==> config.mk <==
export PLATFORM = sky130hd
export DESIGN_NAME = decode_stage
export DESIGN_NICKNAME = d
export VERILOG_FILES = /design/src/rtl/decode_stage.sv
export SDC_FILE = /design/constraint.sdc
export NUM_CORES = 1
export LEC_CHECK = 0
export ABC_AREA = 1
export BUFFER_PORTS_ARGS = -buffer_cell sky130_fd_sc_hd__buf_2
export CAP_MARGIN = 20
export CORE_MARGIN = 4
export CORE_UTILIZATION = 31
export DETAILED_ROUTE_END_ITERATION = 10
export MAX_ROUTING_LAYER = met4
export PLACE_DENSITY = 0.58
export SETUP_SLACK_MARGIN = 0.05
export SYNTH_ARGS = -nofsm -noshare
export SYNTH_HDL_FRONTEND = slang
export SYNTH_SLANG_ARGS = --single-unit
==> constraint.sdc <==
create_clock -name clk -period 1.49 [get_ports clk]
set_input_delay 0.298 -clock clk [delete_from_list [all_inputs] [get_ports clk]]
set_output_delay 0.298 -clock clk [all_outputs]
set_load 0.01 [all_outputs]
==> src/rtl/decode_stage.sv <==
// decode_stage: IF/ID pipeline register with MIPS32 field decode.
// One entry of storage between fetch and execute; the registered word is
// split into register fields, immediate and jump target, and the extension
// mode for the BitExtender is derived from the opcode.
//
// Handshake: a word moves across an interface on a rising edge where both
// valid and ready are high. valid must not depend on ready; ready here is
// in_ready = ~out_valid | out_ready (no flush term). While out_valid is high
// and out_ready is low, every registered value holds.
module decode_stage #(
   parameter logic [31:0] RESET_PC = 32'h0040_0000
) (
   input  logic        clk,
   input  logic        rst,
   input  logic        in_valid,
   output logic        in_ready,
   input  logic [31:0] in_instr,
   input  logic [31:0] in_pc,
   input  logic        flush,
   output logic        out_valid,
   input  logic        out_ready,
   output logic [31:0] pc_out,
   output logic [5:0]  opcode,
   output logic [4:0]  rs,
   output logic [4:0]  rt,
   output logic [4:0]  rd,
   output logic [4:0]  shamt,
   output logic [5:0]  funct,
   output logic [15:0] imm16,
   output logic [25:0] target26,
   output logic        ext_zero,
   output logic        is_rtype
);

   logic [31:0] instr_q;
   logic [31:0] pc_q;
   logic        valid_q;
   logic        load;

   // Stage is free when empty or when its current word leaves this cycle.
   assign in_ready = ~valid_q | out_ready;
   assign load     = in_valid & in_ready;

   // Pipeline register: reset, then flush, then load, then plain consume.
   always_ff @(posedge clk) begin
      if (rst) begin
         valid_q <= 1'b0;
         instr_q <= 32'h0000_0000;
         pc_q    <= RESET_PC;
      end else if (flush) begin
         // Squash both the held word and whatever fetch offers this edge.
         valid_q <= 1'b0;
      end else if (load) begin
         valid_q <= 1'b1;
         instr_q <= in_instr;
         pc_q    <= in_pc;
      end else if (valid_q && out_ready) begin
         valid_q <= 1'b0;
      end
   end

   // Field decode straight off the registered word; no look-ahead on in_instr.
   always_comb begin
      out_valid = valid_q;
      // RESET_PC stands in for the PC whenever no instruction is held.
      pc_out    = valid_q ? pc_q : RESET_PC;
      opcode    = instr_q[31:26];
      rs        = instr_q[25:21];
      rt        = instr_q[20:16];
      rd        = instr_q[15:11];
      shamt     = instr_q[10:6];
      funct     = instr_q[5:0];
      imm16     = instr_q[15:0];
      target26  = instr_q[25:0];
      // andi/ori/xori/lui (0x0C..0x0F) zero-extend; everything else sign-extends.
      ext_zero  = (instr_q[31:26] == 6'h0C) || (instr_q[31:26] == 6'h0D) ||
                  (instr_q[31:26] == 6'h0E) || (instr_q[31:26] == 6'h0F);
      is_rtype  = (instr_q[31:26] == 6'h00);
   end

endmodule

Word-level counts from Yosys, hierarchy flattened
Index checks and enable logic that the tools add are counted.
{ "word_totals": {"register_bits": 65, "input_bits": 69, "elab_cells": 22, "out_inout_bits": 110} }
{ "op_classes": {"n_eq_ne": 4, "muxes": 3, "bitwise": 4, "n_reduce_logical": 8} }
{ "op_table": {"columns": ["cell", "n"], "rows": [
  ["32-bit two-way mux", 1],
  ["6-bit by 4-bit == test with 1-bit output (second input constant)", 4],
  ["6-bit zero test", 1],
  ["1-bit logical OR", 3],
  ["1-bit two-way mux", 2],
  ["1-bit NOT", 2],
  ["2-bit AND reduction", 1],
  ["2-bit nonzero test", 1],
  ["2-bit OR reduction", 1],
  ["1-bit AND", 1],
  ["1-bit logical AND", 1],
  ["1-bit OR", 1]
]} }

Depth between registers and ports, before layout
{ "logic_depth": {"depth_word": 4, "depth_mapped": 7, "depth_no_buf": 5} }

Worst setup path before layout
OpenSTA, ideal clock, no wires.
{ "synth_path": {"path_kind": "register to output", "from": "register valid_q, in the netlist out_valid", "to": "output pc_out[20]", "t_required_ns": 1.192, "setup_slack_ns": 0.259, "t_arrival_ns": 0.933, "n_path_buf": 2, "path_stages_with_launch": 5, "cell_sequence": "dfxtp_1 buf_4 clkbuf_1 nand2_1 inv_1"} }
{ "synth_via": {"elab_chain_cells": 1} }
{ "synth_lines": {"columns": ["element", "line_no", "text"], "rows": [
  ["from (decl)", "37", "logic valid_q;"],
  ["from (signal assigned)", "47", "valid_q <= 1'b0;"],
  ["from (signal assigned)", "52", "valid_q <= 1'b0;"],
  ["from (signal assigned)", "54", "valid_q <= 1'b1;"],
  ["32-bit two-way mux", "66", "pc_out = valid_q ? pc_q : RESET_PC;"],
  ["to (decl)", "22", "output logic [31:0] pc_out,"]
]} }
No other way between the ends.

Worst setup path in the final report
{ "layout_path": {"from": "register instr_q[31]", "to": "output ext_zero"} }
{ "layout_via": {"elab_chain_cells": 4, "word_cells_on_any_way": 7, "classes_between": "eq/ne (4); reduce/logical (3)"} }
{ "layout_lines": {"columns": ["element", "line_no", "text"], "rows": [
  ["from (decl)", "35", "logic [31:0] instr_q;"],
  ["from (signal assigned)", "55", "instr_q <= in_instr;"],
  ["6-bit by 4-bit == test with 1-bit output", "76", "ext_zero = (instr_q[31:26] == 6'h0C) || (instr_q[31:26] == 6'h0D) ||"],
  ["1-bit logical OR (2 in a row)", "76", null],
  ["1-bit logical OR *", "77", "(instr_q[31:26] == 6'h0E) || (instr_q[31:26] == 6'h0F);"],
  ["to (decl)", "31", "output logic ext_zero,"]
]} }
Mark *: on every way between the ends. The rest lies on a longest branch, timed or not.

==> summary.md <==
| Metric | Value |
|---|---|
| ANT nets after route | `0` |
| Placed Area | `~4200 sq um` |
| Layout cells sized above 1 | `33.0%` |
| Hold Fails Final Rpt | `0` |
| CP endpoint kind | `output port` |
| CP required | `1.19 ns` |
| Initial antenna violation count | `0` |
| First drt pass iteration count | `4` |
| Clock buffer depth | `2` |
| Placer Congestion | `0.771` |
| Share of the yosys chip area belonging to registers | `36.7%` |
| Synth unique cells | `16` |
| Core ar. | `11000 sq um` |
| VDD IR max | `0.000462 V` |
| Clock Root Buffer | `clkbuf_16` |
| First-pass GRT wire length | `14400 um` |
| Insertion delay to the later sink of the worst-skew pair | `0.32 ns` |
| Fmax achieved | `about 700 MHz` |
| Dominant cell type by area after synthesis | `dfxtp_1` |
| Startpoint type of the worst setup path | `flop` |
| Skew final | `0.00725 ns` |
| Largest net degree at the start of global routing | `around 70` |
| P_leak | `2.80 nW` |
| RSZ-0062 raised after global routing | `true` |
| Synth area leaders | `dfxtp_1 37%, inv_1 10%, nand2_1 10%` |
| Via/cell ratio | `4.35` |
| Synth Instances | `542` |
| Total negative slack | `0 ns` |
| Total GRT Usage | `13.3%` |
| Hold Buf Count CTS | `0` |
| Total Wirelength | `8810 um` |
| Die Span Y | `around 110 um` |
| Placement Setup Slack | `between 0.2 and 0.25 ns` |
| Final Core Density | `41.4%` |
| Critical-path cell list | `or2_4 > nor3_2 > buf_2` |
| Seq cells post-synth | `65` |
| CTS buffer count | `9` |
| Synth Net Count | `611` |
| Synth warn | `0` |
| Area overhead of the layout relative to synthesis | `28.8%` |
| Pwr/cell area | `1050 nW/um^2` |
| Ant diodes | `0` |
| IO Port Bufs | `178` |
| HPWL after detailed placement | `a little over 6000 um` |
| Rel. slew slack | `80.1%` |
| Filler instances | `1205` |
| Final setup fails | `0` |
| GRT overflow | `0` |
| Std cell rows | `38` |
| PnR worst setup slack | `approximately 0.056 ns` |
| Clock slew seen by the registers of the worst setup and hold paths | `0.06 ns` |
| Maximum fanout along the worst path | `2` |
| Routed WL per cell | `10.9 um` |
| Max-slew violations | `0` |
| Yosys top cell area share | `36.7%` |
| Status | `completed` |
| Crit share post-route | `just under 100%` |
| Mapped Area | `approximately 3500 sq um` |
| Cell area after layout | `approximately 4600 sq um` |
| Critical-path top delay cell | `dfxtp_2` |
| Via Count | `3511` |
| I/O pin count | `179` |
| Max_cap viols | `0` |
| Die Wd | `115 um` |
| CTS sink cnt | `65` |
| Worst EP arrival | `between 1 and 1.5 ns` |
| Minimum clock period | `~1.4 ns` |
| CTS tree | `done` |
| Initial core utilization | `32.1%` |
| Hold crit path type | `input port to flop` |
| Critical Path Max Stage Delay | `between 0.3 and 0.4 ns` |
| Setup CP Type | `flop to output port` |
| H-tree Lvls | `3` |
| Final nets | `around 730` |
| Die ar. | `13200 sq um` |
| Syn Area/Cell | `6.54 sq um` |
| Drt drc | `0` |
| Initial DRC Count | `198` |
| Slew @ Worst Pin | `0.299 ns` |
| Vias in the first global route | `around 3200` |
==> where the power goes <==
group | leakage, nW | total, W | internal (W) | switching [W]
Clock | 0.142 | 0.00208 | 0.00133 | 0.000745
Combinational | 2.12 | 0.000768 | 0.000342 | 0.000427
Sequential | 0.538 | 0.00194 | 0.00186 | 0.0000787
==> cell usage in the layout, fill, tap and decap left out, types with 2 or more instances in the layout <==
cell,count
nand2_1,95
inv_2,4
dfxtp_1,61
buf_2,175
clkinv_2,2
buf_6,4
nor2_2,2
inv_1,96
clkinvlp_4,2
buf_4,3
clkbuf_16,9
dfxtp_2,3
a21oi_1,64
nor2_1,63
nand3_1,66
nand2_2,2
buf_12,7
==> layer usage <==
| layer | GRT usage, % | vias up | part of all wire (%) |
|---|---|---|---|
| met5 | - | - | 0 |
| met4 | 3.52 | 0 | 1.0 |
| met3 | 3.21 | 8 | 7.8 |
| met2 | 23.4 | 123 | 47 |
| met1 | 15.2 | 1544 | 44 |
| li1 | - | 1836 | - |
==> cell families (layout without fill, tap and decap cells) <==
| group | after synthesis | in the layout | share of synthesized area [%] |
|---|---|---|---|
| flops | 65 | 65 | 36.7 |
| simple gates | 233 | 233 | 27.3 |
| compound gates | 64 | 64 | 9.04 |
| buf+inv | 180 | 305 | 26.9 |
==> stage by stage <==
| step | hold WS, ns | power (W) | cells |
|---|---|---|---|
| 2_1_floorplan | 0.375 | 0.00252 | 542 |
| 3_3_place_gp | 0.441 | 0.00272 | 789 |
| 3_5_place_dp | 0.458 | 0.00274 | 789 |
| 4_1_cts | 0.164 | 0.00485 | 806 |
| 5_1_grt | 0.179 | 0.00505 | 807 |
| 6_report | 0.185 | 0.00479 | 807 |
==> critical path, delay by kind of cell, from the launching register on <==
kind	cells	cell delay [ns]
AND/OR/NAND/NOR	2	0.35
flip-flops	1	0.32
buffers and inverters	1	0.15
==> sequential cells by signal, summed over array words and instances, names as in the netlist <==
signal / cells
instr_q: 32
pc_q: 32
out_valid: 1
==> synthesized netlist by cell type <==
cell type and instances:
buf_2 13, or2_2 1, nand3_1 66, clkbuf_1 4, nand2_2 1, nand2_1 97, inv_1 99, buf_6 12
a21oi_1 64, nor3_1 2, buf_4 46, nor2_1 65, nor2_2 1, buf_1 5, inv_2 1, dfxtp_1 65
==> final cells by class <==
| class | count | area (sq um) | area share, % |
|---|---|---|---|
| Clock buffer | 11 | 243 | 5.32 |
| Inverter | 100 | 375 | 8.22 |
| Tap cell | 140 | 175 | 3.84 |
| Sequential cell | 65 | 1310 | 28.7 |
| Multi-Input combinational cell | 297 | 1320 | 29.0 |
| Timing Repair Buffer | 189 | 1080 | 23.7 |
| Clock inverter | 5 | 55.1 | 1.21 |
==> worst paths after layout <==
kind	startpoint	cells past startpoint	endpoint	slack, ns
max	instr_q[31]$_SDFFE_PP0P_	3	ext_zero	0.06
min	rst	2	out_valid$_SDFFE_PP0P_	0.19
max reg2reg	out_valid$_SDFFE_PP0P_	6	pc_q[7]$_SDFFE_PP0P_	0.26
min reg2reg	pc_q[22]$_SDFFE_PP1P_	2	pc_q[22]$_SDFFE_PP1P_	0.46
==> timing repair <==
item / CTS / global route
pin swaps: 0 / 2
gates cloned: 0 / 0
resized for setup: 5 / 14
setup endpoints to repair: 36 / 33
endpoints found under the hold margin: 0 / 0
buffers inserted: 1 / 1
No activity file was read; power rests on OpenSTA's default activity.
